### src/rtl/mem_stage_pkg.sv
// Shared constants for the MEM stage: funct3 access codes, FSM encodings,
// access-size decode and byte-enable base patterns.
package mem_pkg;

  localparam logic [2:0] FUNCT3_LB  = 3'b000;
  localparam logic [2:0] FUNCT3_LH  = 3'b001;
  localparam logic [2:0] FUNCT3_LW  = 3'b010;
  localparam logic [2:0] FUNCT3_LBU = 3'b100;
  localparam logic [2:0] FUNCT3_LHU = 3'b101;
  localparam logic [2:0] FUNCT3_SB  = 3'b000;
  localparam logic [2:0] FUNCT3_SH  = 3'b001;
  localparam logic [2:0] FUNCT3_SW  = 3'b010;

  typedef enum logic {
    ST_IDLE   = 1'b0,
    ST_ACCESS = 1'b1
  } state_e;

  typedef enum logic [1:0] {
    SZ_BYTE = 2'd0,
    SZ_HALF = 2'd1,
    SZ_WORD = 2'd2
  } size_e;

  localparam logic [3:0] BE_BYTE = 4'b0001;
  localparam logic [3:0] BE_HALF = 4'b0011;
  localparam logic [3:0] BE_WORD = 4'b1111;

  // Unlisted funct3 codes fall back to a full-word access.
  function automatic size_e f3_size(input logic [2:0] f3);
    case (f3)
      FUNCT3_LB, FUNCT3_LBU: f3_size = SZ_BYTE;
      FUNCT3_LH, FUNCT3_LHU: f3_size = SZ_HALF;
      default:               f3_size = SZ_WORD;
    endcase
  endfunction

endpackage

### src/rtl/mem_stage_if.sv
// Ready/valid data-bus bundle between the MEM stage (master) and data memory (slave).
interface mem_stage_if #(
  parameter int ADDR_W = 32
);
  logic              dbus_req;
  logic              dbus_we;
  logic [ADDR_W-1:0] dbus_addr;
  logic [31:0]       dbus_wdata;
  logic [3:0]        dbus_be;
  logic              dbus_ready;
  logic [31:0]       dbus_rdata;

  modport master (
    output dbus_req, dbus_we, dbus_addr, dbus_wdata, dbus_be,
    input  dbus_ready, dbus_rdata
  );

  modport slave (
    input  dbus_req, dbus_we, dbus_addr, dbus_wdata, dbus_be,
    output dbus_ready, dbus_rdata
  );
endinterface

### src/rtl/mem_stage_load_align.sv
// Picks the addressed byte/half out of a bus read word and sign- or zero-extends it.
module load_align
  import mem_pkg::*;
(
  input  logic [31:0] rdata,
  input  logic [1:0]  addr,
  input  logic [2:0]  funct3,
  output logic [31:0] result
);

  logic [7:0]  byte_v;
  logic [15:0] half_v;

  always_comb begin
    byte_v = rdata[7:0];
    half_v = addr[1] ? rdata[31:16] : rdata[15:0];
    case (addr)
      2'd1:    byte_v = rdata[15:8];
      2'd2:    byte_v = rdata[23:16];
      2'd3:    byte_v = rdata[31:24];
      default: byte_v = rdata[7:0];
    endcase

    case (funct3)
      FUNCT3_LB:  result = {{24{byte_v[7]}}, byte_v};
      FUNCT3_LBU: result = {24'h0, byte_v};
      FUNCT3_LH:  result = {{16{half_v[15]}}, half_v};
      FUNCT3_LHU: result = {16'h0, half_v};
      default:    result = rdata;
    endcase
  end

endmodule

### src/rtl/mem_stage.sv
// MEM stage of the RV32I pipeline: drives the data bus for loads/stores and builds MEM/WB.
// Optional misaligned-access trap is enabled with the MEM_MISALIGN_TRAP_EN macro.
module mem_stage
  import mem_pkg::*;
#(
  parameter int ADDR_W = 32,
  parameter int XLEN   = 32
) (
  input  logic            clk,
  input  logic            reset,
  input  logic            ex_mem_valid,
  input  logic [XLEN-1:0] ex_mem_alu_result,
  input  logic [XLEN-1:0] ex_mem_store_data,
  input  logic [4:0]      ex_mem_rd,
  input  logic            ex_mem_reg_write,
  input  logic            ex_mem_mem_read,
  input  logic            ex_mem_mem_write,
  input  logic            ex_mem_mem_to_reg,
  input  logic [2:0]      ex_mem_funct3,
  output logic            mem_stall,
  mem_stage_if.master     dbus,
  output logic            mem_wb_valid,
  output logic            mem_wb_reg_write,
  output logic [XLEN-1:0] mem_wb_read_data,
  output logic [XLEN-1:0] mem_wb_alu_result,
  output logic [4:0]      mem_wb_rd,
  output logic            mem_wb_mem_to_reg
`ifdef MEM_MISALIGN_TRAP_EN
  ,
  output logic            misalign_trap,
  output logic [XLEN-1:0] misalign_addr
`endif
);

  state_e state_q, state_d;

  logic              req_q, req_d, we_q, we_d;
  logic [ADDR_W-1:0] addr_q, addr_d;
  logic [31:0]       wdata_q, wdata_d;
  logic [3:0]        be_q, be_d;

  logic [XLEN-1:0]   alu_q, alu_d;
  logic [4:0]        rd_q, rd_d;
  logic              rw_q, rw_d, m2r_q, m2r_d, load_q, load_d;
  logic [2:0]        f3_q, f3_d;
  logic [1:0]        off_q, off_d;

  logic              wb_valid_q, wb_valid_d, wb_rw_q, wb_rw_d, wb_m2r_q, wb_m2r_d;
  logic [XLEN-1:0]   wb_rdata_q, wb_rdata_d, wb_alu_q, wb_alu_d;
  logic [4:0]        wb_rd_q, wb_rd_d;

  logic              memop, trap_hit;
  size_e             size;
  logic [1:0]        eff_off;
  logic [3:0]        be_new;
  logic [31:0]       wdata_new, aligned;

  assign memop = ex_mem_valid && (ex_mem_mem_read || ex_mem_mem_write);
  assign size  = f3_size(ex_mem_funct3);

`ifdef MEM_MISALIGN_TRAP_EN
  logic            misaligned;
  logic            trap_q, trap_d;
  logic [XLEN-1:0] trap_addr_q, trap_addr_d;

  assign misaligned = ((size == SZ_HALF) && ex_mem_alu_result[0]) ||
                      ((size == SZ_WORD) && (ex_mem_alu_result[1:0] != 2'b00));
  assign trap_hit      = memop && misaligned;
  assign misalign_trap = trap_q;
  assign misalign_addr = trap_addr_q;
`else
  assign trap_hit = 1'b0;
`endif

  // Low address bits that cannot belong to the access size are forced to zero.
  always_comb begin
    eff_off   = 2'b00;
    be_new    = BE_WORD;
    wdata_new = ex_mem_store_data[31:0];
    case (size)
      SZ_BYTE: begin
        eff_off   = ex_mem_alu_result[1:0];
        be_new    = BE_BYTE << eff_off;
        wdata_new = {4{ex_mem_store_data[7:0]}};
      end
      SZ_HALF: begin
        eff_off   = {ex_mem_alu_result[1], 1'b0};
        be_new    = BE_HALF << eff_off;
        wdata_new = {2{ex_mem_store_data[15:0]}};
      end
      default: ;
    endcase
  end

  load_align u_load_align (
    .rdata  (dbus.dbus_rdata),
    .addr   (off_q),
    .funct3 (f3_q),
    .result (aligned)
  );

  always_comb begin
    state_d    = state_q;
    req_d      = req_q;
    we_d       = we_q;
    addr_d     = addr_q;
    wdata_d    = wdata_q;
    be_d       = be_q;
    alu_d      = alu_q;
    rd_d       = rd_q;
    rw_d       = rw_q;
    m2r_d      = m2r_q;
    load_d     = load_q;
    f3_d       = f3_q;
    off_d      = off_q;
    wb_valid_d = wb_valid_q;
    wb_rw_d    = wb_rw_q;
    wb_m2r_d   = wb_m2r_q;
    wb_rdata_d = wb_rdata_q;
    wb_alu_d   = wb_alu_q;
    wb_rd_d    = wb_rd_q;
`ifdef MEM_MISALIGN_TRAP_EN
    trap_d      = 1'b0;
    trap_addr_d = trap_addr_q;
`endif
    mem_stall  = 1'b0;

    case (state_q)
      ST_IDLE: begin
        mem_stall  = memop && !trap_hit;
        wb_alu_d   = ex_mem_alu_result;
        wb_rd_d    = ex_mem_rd;
        wb_m2r_d   = ex_mem_mem_to_reg;
        wb_rdata_d = '0;
        if (trap_hit) begin
          wb_valid_d  = 1'b0;
          wb_rw_d     = 1'b0;
`ifdef MEM_MISALIGN_TRAP_EN
          trap_d      = 1'b1;
          trap_addr_d = ex_mem_alu_result;
`endif
        end else if (memop) begin
          state_d    = ST_ACCESS;
          req_d      = 1'b1;
          we_d       = ex_mem_mem_write;
          addr_d     = {ex_mem_alu_result[ADDR_W-1:2], 2'b00};
          be_d       = be_new;
          wdata_d    = wdata_new;
          alu_d      = ex_mem_alu_result;
          rd_d       = ex_mem_rd;
          rw_d       = ex_mem_reg_write;
          m2r_d      = ex_mem_mem_to_reg;
          load_d     = ex_mem_mem_read;
          f3_d       = ex_mem_funct3;
          off_d      = eff_off;
          wb_valid_d = 1'b0;
          wb_rw_d    = 1'b0;
        end else begin
          wb_valid_d = ex_mem_valid;
          wb_rw_d    = ex_mem_reg_write && ex_mem_valid && (ex_mem_rd != 5'd0);
        end
      end
      ST_ACCESS: begin
        mem_stall = !dbus.dbus_ready;
        if (dbus.dbus_ready) begin
          state_d    = ST_IDLE;
          req_d      = 1'b0;
          we_d       = 1'b0;
          be_d       = 4'b0000;
          wb_valid_d = 1'b1;
          wb_rw_d    = rw_q && load_q && (rd_q != 5'd0);
          wb_m2r_d   = m2r_q;
          wb_rdata_d = load_q ? aligned : '0;
          wb_alu_d   = alu_q;
          wb_rd_d    = rd_q;
        end else begin
          wb_valid_d = 1'b0;
          wb_rw_d    = 1'b0;
        end
      end
      default: state_d = ST_IDLE;
    endcase

    if (reset) mem_stall = 1'b0;
  end

  always_ff @(posedge clk or posedge reset) begin
    if (reset) begin
      state_q    <= ST_IDLE;
      req_q      <= 1'b0;
      we_q       <= 1'b0;
      addr_q     <= '0;
      wdata_q    <= '0;
      be_q       <= 4'b0000;
      alu_q      <= '0;
      rd_q       <= '0;
      rw_q       <= 1'b0;
      m2r_q      <= 1'b0;
      load_q     <= 1'b0;
      f3_q       <= '0;
      off_q      <= '0;
      wb_valid_q <= 1'b0;
      wb_rw_q    <= 1'b0;
      wb_m2r_q   <= 1'b0;
      wb_rdata_q <= '0;
      wb_alu_q   <= '0;
      wb_rd_q    <= '0;
`ifdef MEM_MISALIGN_TRAP_EN
      trap_q      <= 1'b0;
      trap_addr_q <= '0;
`endif
    end else begin
      state_q    <= state_d;
      req_q      <= req_d;
      we_q       <= we_d;
      addr_q     <= addr_d;
      wdata_q    <= wdata_d;
      be_q       <= be_d;
      alu_q      <= alu_d;
      rd_q       <= rd_d;
      rw_q       <= rw_d;
      m2r_q      <= m2r_d;
      load_q     <= load_d;
      f3_q       <= f3_d;
      off_q      <= off_d;
      wb_valid_q <= wb_valid_d;
      wb_rw_q    <= wb_rw_d;
      wb_m2r_q   <= wb_m2r_d;
      wb_rdata_q <= wb_rdata_d;
      wb_alu_q   <= wb_alu_d;
      wb_rd_q    <= wb_rd_d;
`ifdef MEM_MISALIGN_TRAP_EN
      trap_q      <= trap_d;
      trap_addr_q <= trap_addr_d;
`endif
    end
  end

  assign dbus.dbus_req   = req_q;
  assign dbus.dbus_we    = we_q;
  assign dbus.dbus_addr  = addr_q;
  assign dbus.dbus_wdata = wdata_q;
  assign dbus.dbus_be    = be_q;

  assign mem_wb_valid      = wb_valid_q;
  assign mem_wb_reg_write  = wb_rw_q;
  assign mem_wb_read_data  = wb_rdata_q;
  assign mem_wb_alu_result = wb_alu_q;
  assign mem_wb_rd         = wb_rd_q;
  assign mem_wb_mem_to_reg = wb_m2r_q;

endmodule

### src/flat_wrapper.sv
// flat-port wrapper written by rule: the top's interface ports become plain ports
module mem_stage_flat import mem_pkg::*;
#(
  parameter int ADDR_W = 32,
  parameter int XLEN   = 32
)
  (clk, reset, ex_mem_valid, ex_mem_alu_result, ex_mem_store_data, ex_mem_rd, ex_mem_reg_write, ex_mem_mem_read, ex_mem_mem_write, ex_mem_mem_to_reg, ex_mem_funct3, mem_stall, mem_wb_valid, mem_wb_reg_write, mem_wb_read_data, mem_wb_alu_result, mem_wb_rd, mem_wb_mem_to_reg, dbus_dbus_req, dbus_dbus_we, dbus_dbus_addr, dbus_dbus_wdata, dbus_dbus_be, dbus_dbus_ready, dbus_dbus_rdata);
  mem_stage_if #(.ADDR_W(ADDR_W)) dbus_i ();
  input  logic clk;
  input  logic reset;
  input  logic ex_mem_valid;
  input  logic [XLEN-1:0] ex_mem_alu_result;
  input  logic [XLEN-1:0] ex_mem_store_data;
  input  logic [4:0] ex_mem_rd;
  input  logic ex_mem_reg_write;
  input  logic ex_mem_mem_read;
  input  logic ex_mem_mem_write;
  input  logic ex_mem_mem_to_reg;
  input  logic [2:0] ex_mem_funct3;
  output logic mem_stall;
  output logic mem_wb_valid;
  output logic mem_wb_reg_write;
  output logic [XLEN-1:0] mem_wb_read_data;
  output logic [XLEN-1:0] mem_wb_alu_result;
  output logic [4:0] mem_wb_rd;
  output logic mem_wb_mem_to_reg;
  output wire logic [$bits(dbus_i.dbus_req)-1:0] dbus_dbus_req;
  output wire logic [$bits(dbus_i.dbus_we)-1:0] dbus_dbus_we;
  output wire logic [$bits(dbus_i.dbus_addr)-1:0] dbus_dbus_addr;
  output wire logic [$bits(dbus_i.dbus_wdata)-1:0] dbus_dbus_wdata;
  output wire logic [$bits(dbus_i.dbus_be)-1:0] dbus_dbus_be;
  input wire logic [$bits(dbus_i.dbus_ready)-1:0] dbus_dbus_ready;
  input wire logic [$bits(dbus_i.dbus_rdata)-1:0] dbus_dbus_rdata;
  assign dbus_dbus_req = dbus_i.dbus_req;
  assign dbus_dbus_we = dbus_i.dbus_we;
  assign dbus_dbus_addr = dbus_i.dbus_addr;
  assign dbus_dbus_wdata = dbus_i.dbus_wdata;
  assign dbus_dbus_be = dbus_i.dbus_be;
  assign dbus_i.dbus_ready = dbus_dbus_ready;
  assign dbus_i.dbus_rdata = dbus_dbus_rdata;
  mem_stage #(.ADDR_W(ADDR_W), .XLEN(XLEN)) u_core (.clk(clk), .reset(reset), .ex_mem_valid(ex_mem_valid), .ex_mem_alu_result(ex_mem_alu_result), .ex_mem_store_data(ex_mem_store_data), .ex_mem_rd(ex_mem_rd), .ex_mem_reg_write(ex_mem_reg_write), .ex_mem_mem_read(ex_mem_mem_read), .ex_mem_mem_write(ex_mem_mem_write), .ex_mem_mem_to_reg(ex_mem_mem_to_reg), .ex_mem_funct3(ex_mem_funct3), .mem_stall(mem_stall), .dbus(dbus_i), .mem_wb_valid(mem_wb_valid), .mem_wb_reg_write(mem_wb_reg_write), .mem_wb_read_data(mem_wb_read_data), .mem_wb_alu_result(mem_wb_alu_result), .mem_wb_rd(mem_wb_rd), .mem_wb_mem_to_reg(mem_wb_mem_to_reg));
endmodule
### config.mk
export PLATFORM = sky130hd
export DESIGN_NAME = mem_stage_flat
export DESIGN_NICKNAME = d
export VERILOG_FILES = /design/src/rtl/mem_stage_pkg.sv /design/src/rtl/mem_stage_if.sv /design/src/rtl/mem_stage_load_align.sv /design/src/rtl/mem_stage.sv /design/src/flat_wrapper.sv
export SDC_FILE = /design/constraint.sdc
export NUM_CORES = 1
export LEC_CHECK = 0
export ABC_AREA = 1
export BUFFER_PORTS_ARGS = -buffer_cell sky130_fd_sc_hd__buf_2
export CORE_UTILIZATION = 47
export DETAILED_ROUTE_END_ITERATION = 8
export GPL_ROUTABILITY_DRIVEN = 0
export GPL_TIMING_DRIVEN = 0
export PLACE_DENSITY_LB_ADDON = 0.3
export SKIP_LAST_GASP = 1
export SLEW_MARGIN = 20
export SYNTH_ARGS = -nofsm -noshare
export SYNTH_HDL_FRONTEND = slang
export SYNTH_SLANG_ARGS = --single-unit
### constraint.sdc
create_clock -name clk -period 12.8 [get_ports clk]
set_input_delay 1.28 -clock clk [delete_from_list [all_inputs] [get_ports clk]]
set_output_delay 1.28 -clock clk [all_outputs]
set_load 0.01 [all_outputs]
# == After elaboration in Yosys (flattened, before gate mapping) ==
# Cells that the tools add are included.
# W data, S select, Z words.
# totals
register_bits,186
elab_cells,85
# op_classes
n_reduce_logical,16
n_eq_ne,12
shifts,2
bitwise,1
mux,35
# op_table
cell,n
$pmux W32 S2,3
$pmux W32 S4,1
$mux W32,3
$pmux W8 S3,1
$mux W16,1
$pmux W4 S2,2
$pmux W1 S2,7
$eq A3 B3 Y1 const B,4
$mux W1,11
$pmux W5 S2,1
$reduce_bool A5 Y1,2
$mux W4,2
$pmux W2 S2,2
$eq A3 B1 Y1 const B,2
$logic_not A3 Y1,2
$logic_and A1 B1 Y1,5
$mux W5,1
$eq A2 B1 Y1 const B,2
$eq A2 B2 Y1 const B,2
$reduce_and A2 Y1,2
$reduce_or A2 Y1,2
$shl A1 B2 Y4 const A,1
$shl A2 B2 Y4 const A,1
$logic_not A2 Y1,1
other kinds (5),5

# == Logic depth before layout (Yosys ltp) ==
# Gate-level depths: netlist of run 1.
# depth
word_depth,7
depth_mapped,10

# == Cells and area by module ==
# From an unflattened synthesis of run 1, not the netlist that was laid out.
# unflattened
cells_unflattened,961
hier_area_um2,7667.4
# by_module_without_submodules
module,cells_each,area_each_um2,n_inst,seq_area_each_um2
mem_stage,791,6744.0,1,3903.7
load_align,170,923.4,1,0.0

# == Worst setup path after synthesis of run 1 ==
# Ideal clock, no wire load.
# synth_path
path_kind,in2out
from,in ex_mem_mem_write
to,out mem_stall
required_time_ps,11520
t_arrival_ps,2074
stages,6
path_slack_ps,9446
path_buffers,2
path_cell_list,nor2_1 nor2_2 inv_2 buf_4 buf_2 a21oi_1
# synth_via
elab_chain_len,4
# synth_rtl
element,line_no,text
from (decl),flat_wrapper.sv:17,input logic ex_mem_mem_write;
$logic_or A1 B1 Y1,mem_stage.sv:58,assign memop = ex_mem_valid && (ex_mem_mem_read || ex_mem_mem_write);
$logic_and A1 B1 Y1,mem_stage.sv:58,
$pmux W1 S2,mem_stage.sv:128,case (state_q)
$mux W1,mem_stage.sv:184,if (reset) mem_stall = 1'b0;
to (decl),flat_wrapper.sv:20,output logic mem_stall;
# Every way passes these cells.

# == Worst setup path in the final report of run 1 ==
# Ends and elaborated chain as after synthesis.

==> results of run 1 <==
-- area by class of cell --
type	count	area (um^2)	share of cell area (%)
Buffer	79	506.7	5.294
Clock buffer	23	498.0	5.203
Clock inverter	9	132.6	1.386
Inverter	57	221.5	2.314
Multi-Input combinational cell	612	2756	28.80
Sequential cell	156	3904	40.78
Tap cell	211	264.0	2.758
Timing Repair Buffer	253	1289	13.46
-- through the flow --
step	cells	util, %	hold WS (ns)	setup WS (ns)	power, uW
floorplan	904	-	0.4421	7.313	905.5
global placement	1367	58.37	0.4500	5.422	1067
detailed placement	1368	58.60	0.4556	9.007	1077
CTS	1400	62.73	0.4708	8.999	1611
global route	1400	62.73	0.4889	8.920	1687
finish	1400	62.73	0.4682	8.995	1604
-- synth_stat cells (4+ instances only) --
library cell,count
inv_1,49
o211ai_1,27
nand4_1,4
a22oi_1,5
clkbuf_1,11
o22a_1,4
nand2_1,338
buf_4,39
a21oi_1,52
o21ai_1,11
nand2_2,13
buf_2,24
inv_2,7
dfrtp_1,156
o21ai_0,34
nand3_1,39
nor2_4,4
nor2_1,63
-- power groups by stage --
stage          logic [uW]  clock network, uW  registers [uW]
2_1_floorplan         238                  0             667
3_3_place_gp          424                  0             643
3_5_place_dp          432                  0             645
4_1_cts               434                539             639
5_1_grt               479                558             649
6_report              431                533             640
-- cells by family after synthesis --
| kind of cell | after synthesis | synth area share (%) |
|---|---|---|
| buf+inv | 136 | 9.769 |
| other cells | 1 | 0.05083 |
| simple gates | 473 | 26.56 |
| compound gates | 137 | 10.70 |
| flops | 156 | 52.92 |
-- worst max-delay path: stages --
cell	delay, ns
buf_2	0.10
nor2_1	0.20
nor2_2	0.12
inv_2	0.08
buf_4	0.18
buf_2	0.29
a21oi_1	0.10
buf_2	0.15
-- metal layers --
| metal | GRT usage [%] | up-vias | share of wire (%) |
|---|---|---|---|
| li1 | - | 3391 | - |
| met1 | 35.39 | 3372 | 43 |
| met2 | 45.68 | 290 | 48 |
| met3 | 5.695 | 37 | 6.3 |
| met4 | 10.85 | 0 | 2.3 |
| met5 | 0 | - | 0 |
-- final timing paths --
kind / startpoint / to / slack, ns
worst min register to register: u_core.dbus.dbus_wdata[7] / u_core.dbus.dbus_wdata[7] / 0.47
worst max register to register: u_core.state_q / u_core.dbus.dbus_wdata[2] / 11.24
min in group asynchronous: reset / u_core.mem_wb_alu_result[31] / 0.88
max in group asynchronous: reset / u_core.mem_wb_alu_result[13] / 11.09
worst min-delay path: u_core.dbus.dbus_wdata[7] / u_core.dbus.dbus_wdata[7] / 0.47
worst max-delay path: ex_mem_mem_write / mem_stall / 8.99
==> impl_metrics.ini, run 1 <==
[yosys]
yosysWarnings = 0
syn_area_um2 = 7377
synth.area.top_cells = dfrtp_1 53%, nand2_1 17%, buf_4 4.0%, a21oi_1 3.5%, nor2_1 3.2%
yosysSeqAreaShare_pct = 52.92
yosysTopAreaCellShare_pct = 52.92
synthFlopType = dfrtp_1
syn_area_per_cell_um2 = 8.170
synth-edff-count = 0
async_flop_share_pct = 100.0
synth_cells = 903
synth-seq-cells = 156
synth_top_area_cell = dfrtp_1
synth_cell_type_count = 33

[finish]
antenna_cells = 0
stdcell_area_um2 = 9572
layout_common_cells = 338 x nand2_1, 276 x buf_2, 156 x dfrtp_1
mostFrequentLayoutCell = nand2_1
layout-drive-gt1-share_pct = 32.21
final_net_count = 1288
fill_cells = 1408
syn_to_final_growth_pct = 29.75

[power_and_ir_drop]
p_sw_uw = 510.4
pwr-share-clk_pct = 33.2
powerDensity_nw_per_um2 = 167.6
p_int_uw = 1093
ir_drop_mv = 0.09808
leakage_uw = 0.005271
p_sw_share_pct = 31.82
power_frac_comb_pct = 26.9
p_seq_share_pct = 39.9

[timing]
slew_violations = 0
final_hold_viol_count = 0
timing.slew.headroom_pct = 59.75
min_period_ns = 3.805
clock_skew_ns = 0.006621
rsz0062_at_grt = no
finalCritPeriodShare_pct = 29.73
worst_slew_pin_slew_ns = 0.5974
setup_tns_ns = 0
max_freq_mhz = 262.8
setup_violations = 0

[critical_path]
worstPathMaxFanout = 10
critPathArrivalTime_ns = 2.53
start_kind = input port
worst_setup_path_end_kind = output port
critical_path_class = in -> out
crit_required_ns = 11.52
ff2ff_path_depth = 7

[detailed_routing]
wl_per_cell_um = 15.30
vias = 7090
dr.pass1.iters = 7
drt_iter0_drc = 529
routed_wl_um = 21420
drc_errors = 0
post_drt_via_cell_ratio = 5.064
ant_nets = 0

[hold_path]
whs_path_depth = 2
hp-class = reg -> reg

[place]
numPortBuffers = 252
placed_area_um2 = 8941
post-dp-hpwl_um = 15650

[floorplanning]
io_pins = 255
rows = 45
die_h_um = 127.3
coreArea_um2 = 15260
fp.dieArea_um2 = 16200
start_util_pct = 48.35
die_w_um = 127.3

[run]
maxCapViolCount = 0

[global_routing]
grt_pass1_vias = 6893
grt_overflow_total = 0
grt_start_max_net_pins = 103
grt_pass1_wl_um = 34530
grt_use_total_pct = 27.52
grt_antenna_before_repair = 0

[cts]
path_clk_slew_ns = 0.06
htree_levels = 4
postCtsSetupRepairBufs = 0
cts_resized = 0
holdBufCountCts = 0
tritoncts = yes
clock_path_buffers = 2
cts_root_buf = clkbuf_16
cts_sinks = 156
cts_made_buffers = 17
clk-insertion-delay-late_ns = 0.42

[status]
outcome = completed
Power figures use the tool's default switching activity.
==> run 2, diff against run 1 <==
==> constraint.sdc (replaced) <==
create_clock -name clk -period 3.7 [get_ports clk]
set_input_delay 0.37 -clock clk [delete_from_list [all_inputs] [get_ports clk]]
set_output_delay 0.37 -clock clk [all_outputs]
set_load 0.01 [all_outputs]
==> impl_metrics.ini, run 2 (same netlist as run 1, synthesis figures left out) <==
[detailed_routing]
dr.pass1.iters = 6
drc_errors = 0
vias = 7115
drt_iter0_drc = 471
post_drt_via_cell_ratio = 5.068
ant_nets = 0
routed_wl_um = 22230
wl_per_cell_um = 15.83

[place]
numPortBuffers = 252
dp_cells = 1372
place_ws_ns = 1.729
placed_area_um2 = 9017
post-dp-hpwl_um = 16260

[finish]
fill_cells = 1371
final_cells = 1404
mostFrequentLayoutCell = nand2_1
final_net_count = 1293
stdcell_area_um2 = 9722
layout_common_cells = 338 x nand2_1, 276 x buf_2, 156 x dfrtp_1
layout-drive-gt1-share_pct = 32.44
syn_to_final_growth_pct = 31.78
antenna_cells = 0

[cts]
clk-insertion-delay-late_ns = 0.43
cts_resized = 0
cts_made_buffers = 17
path_clk_slew_ns = 0.06
htree_levels = 4
clock_path_buffers = 2
cts_sinks = 156
cts_root_buf = clkbuf_16
postCtsSetupRepairBufs = 0
tritoncts = yes
holdBufCountCts = 1

[power_and_ir_drop]
p_sw_uw = 1793
ir_drop_mv = 0.3200
p_seq_share_pct = 38.2
p_sw_share_pct = 30.94
leakage_uw = 0.005340
p_int_uw = 4002
power_frac_comb_pct = 26.2
pwr-share-clk_pct = 35.6
powerDensity_nw_per_um2 = 596.1

[status]
outcome = completed

[floorplanning]
fp.dieArea_um2 = 16200
start_util_pct = 48.35
rows = 45
coreArea_um2 = 15260
die_h_um = 127.3
io_pins = 255
die_w_um = 127.3

[run]
maxCapViolCount = 0

[timing]
clock_skew_ns = 0.007547
setup_ws_ns = 1.317
worst_slew_pin_slew_ns = 0.6120
min_period_ns = 2.383
timing.slew.headroom_pct = 58.77
finalCritPeriodShare_pct = 64.41
setup_tns_ns = 0
max_freq_mhz = 419.6
whs_ns = 0.1591
rsz0062_at_grt = no
setup_violations = 0
slew_violations = 0
final_hold_viol_count = 0

[hold_path]
whs_path_depth = 3
hp-class = in -> reg
whs_endpoint = u_core.dbus.dbus_we
hp-start = ex_mem_mem_write

[global_routing]
grt_pass1_vias = 7070
grt_overflow_total = 0
grt_start_max_net_pins = 35
grt_pass1_wl_um = 35240
grt_use_total_pct = 28.41
grt_antenna_before_repair = 0

[critical_path]
ff2ff_path_depth = 5
worstPathMaxFanout = 10
reg2reg_slack_ns = 2.07
crit_required_ns = 3.33
critPathArrivalTime_ns = 2.01
start_kind = flip-flop
critical_path_class = reg -> out
worst_setup_path_end_kind = output port
r2r_end = u_core.dbus.dbus_wdata[15]
r2r_start = u_core.state_q
-- run 2: stage by stage --
stage                     util [%]  power, uW
after floorplan                  -       3133
after global placement       58.39       3694
after detailed placement     59.10       3746
after CTS                    63.71       5815
after global routing         63.71       6074
final                        63.71       5795
-- run 2: power groups by stage --
stage | Sequential, uW | Clock, uW | Combinational, uW
after floorplan | 2310 | 0 | 824
after CTS | 2210 | 2080 | 1520
after global routing | 2250 | 2150 | 1680
after detailed placement | 2230 | 0 | 1510
final | 2210 | 2060 | 1520
after global placement | 2230 | 0 | 1460
-- run 2: cell type report --
type                       count  area [um^2]  area share, %
sequential                   156         3904          40.15
multi-input combinational    612         2756          28.35
timing repair buffer         258         1379          14.18
buffer                        79        506.7          5.212
clock buffer                  19        452.9          4.659
tap                          211        264.0          2.716
clock inverter                12        241.5          2.484
inverter                      57        217.7          2.239
-- run 2: critical path: stages (launching register included) --
cell	delay (ns)
dfrtp_1	0.41
inv_2	0.08
nand2_1	0.07
nor2_2	0.24
inv_2	0.08
buf_4	0.18
buf_2	0.22
a21oi_1	0.16
buf_2	0.15
-- run 2: how the worst max path moves through the flow --
stage	startpoint	endpoint	slack (ns)	cells after the start
floorplan	reset	u_core.alu_q[0]	1.36	1
global placement	reset	u_core.mem_wb_read_data[22]	0.32	2
detailed placement	ex_mem_mem_write	mem_stall	1.73	8
CTS	u_core.state_q	mem_stall	1.33	8
global route	u_core.state_q	mem_stall	1.22	8
finish	u_core.state_q	mem_stall	1.32	8
-- run 2: routing by layer --
layer / part of all wire (%) / vias to the layer above / global-route usage [%]
li1: - / 3401 / -
met1: 42 / 3370 / 34.62
met2: 49 / 289 / 48.09
met3: 6.6 / 55 / 6.742
met4: 2.8 / 0 / 12.54
met5: 0 / - / 0
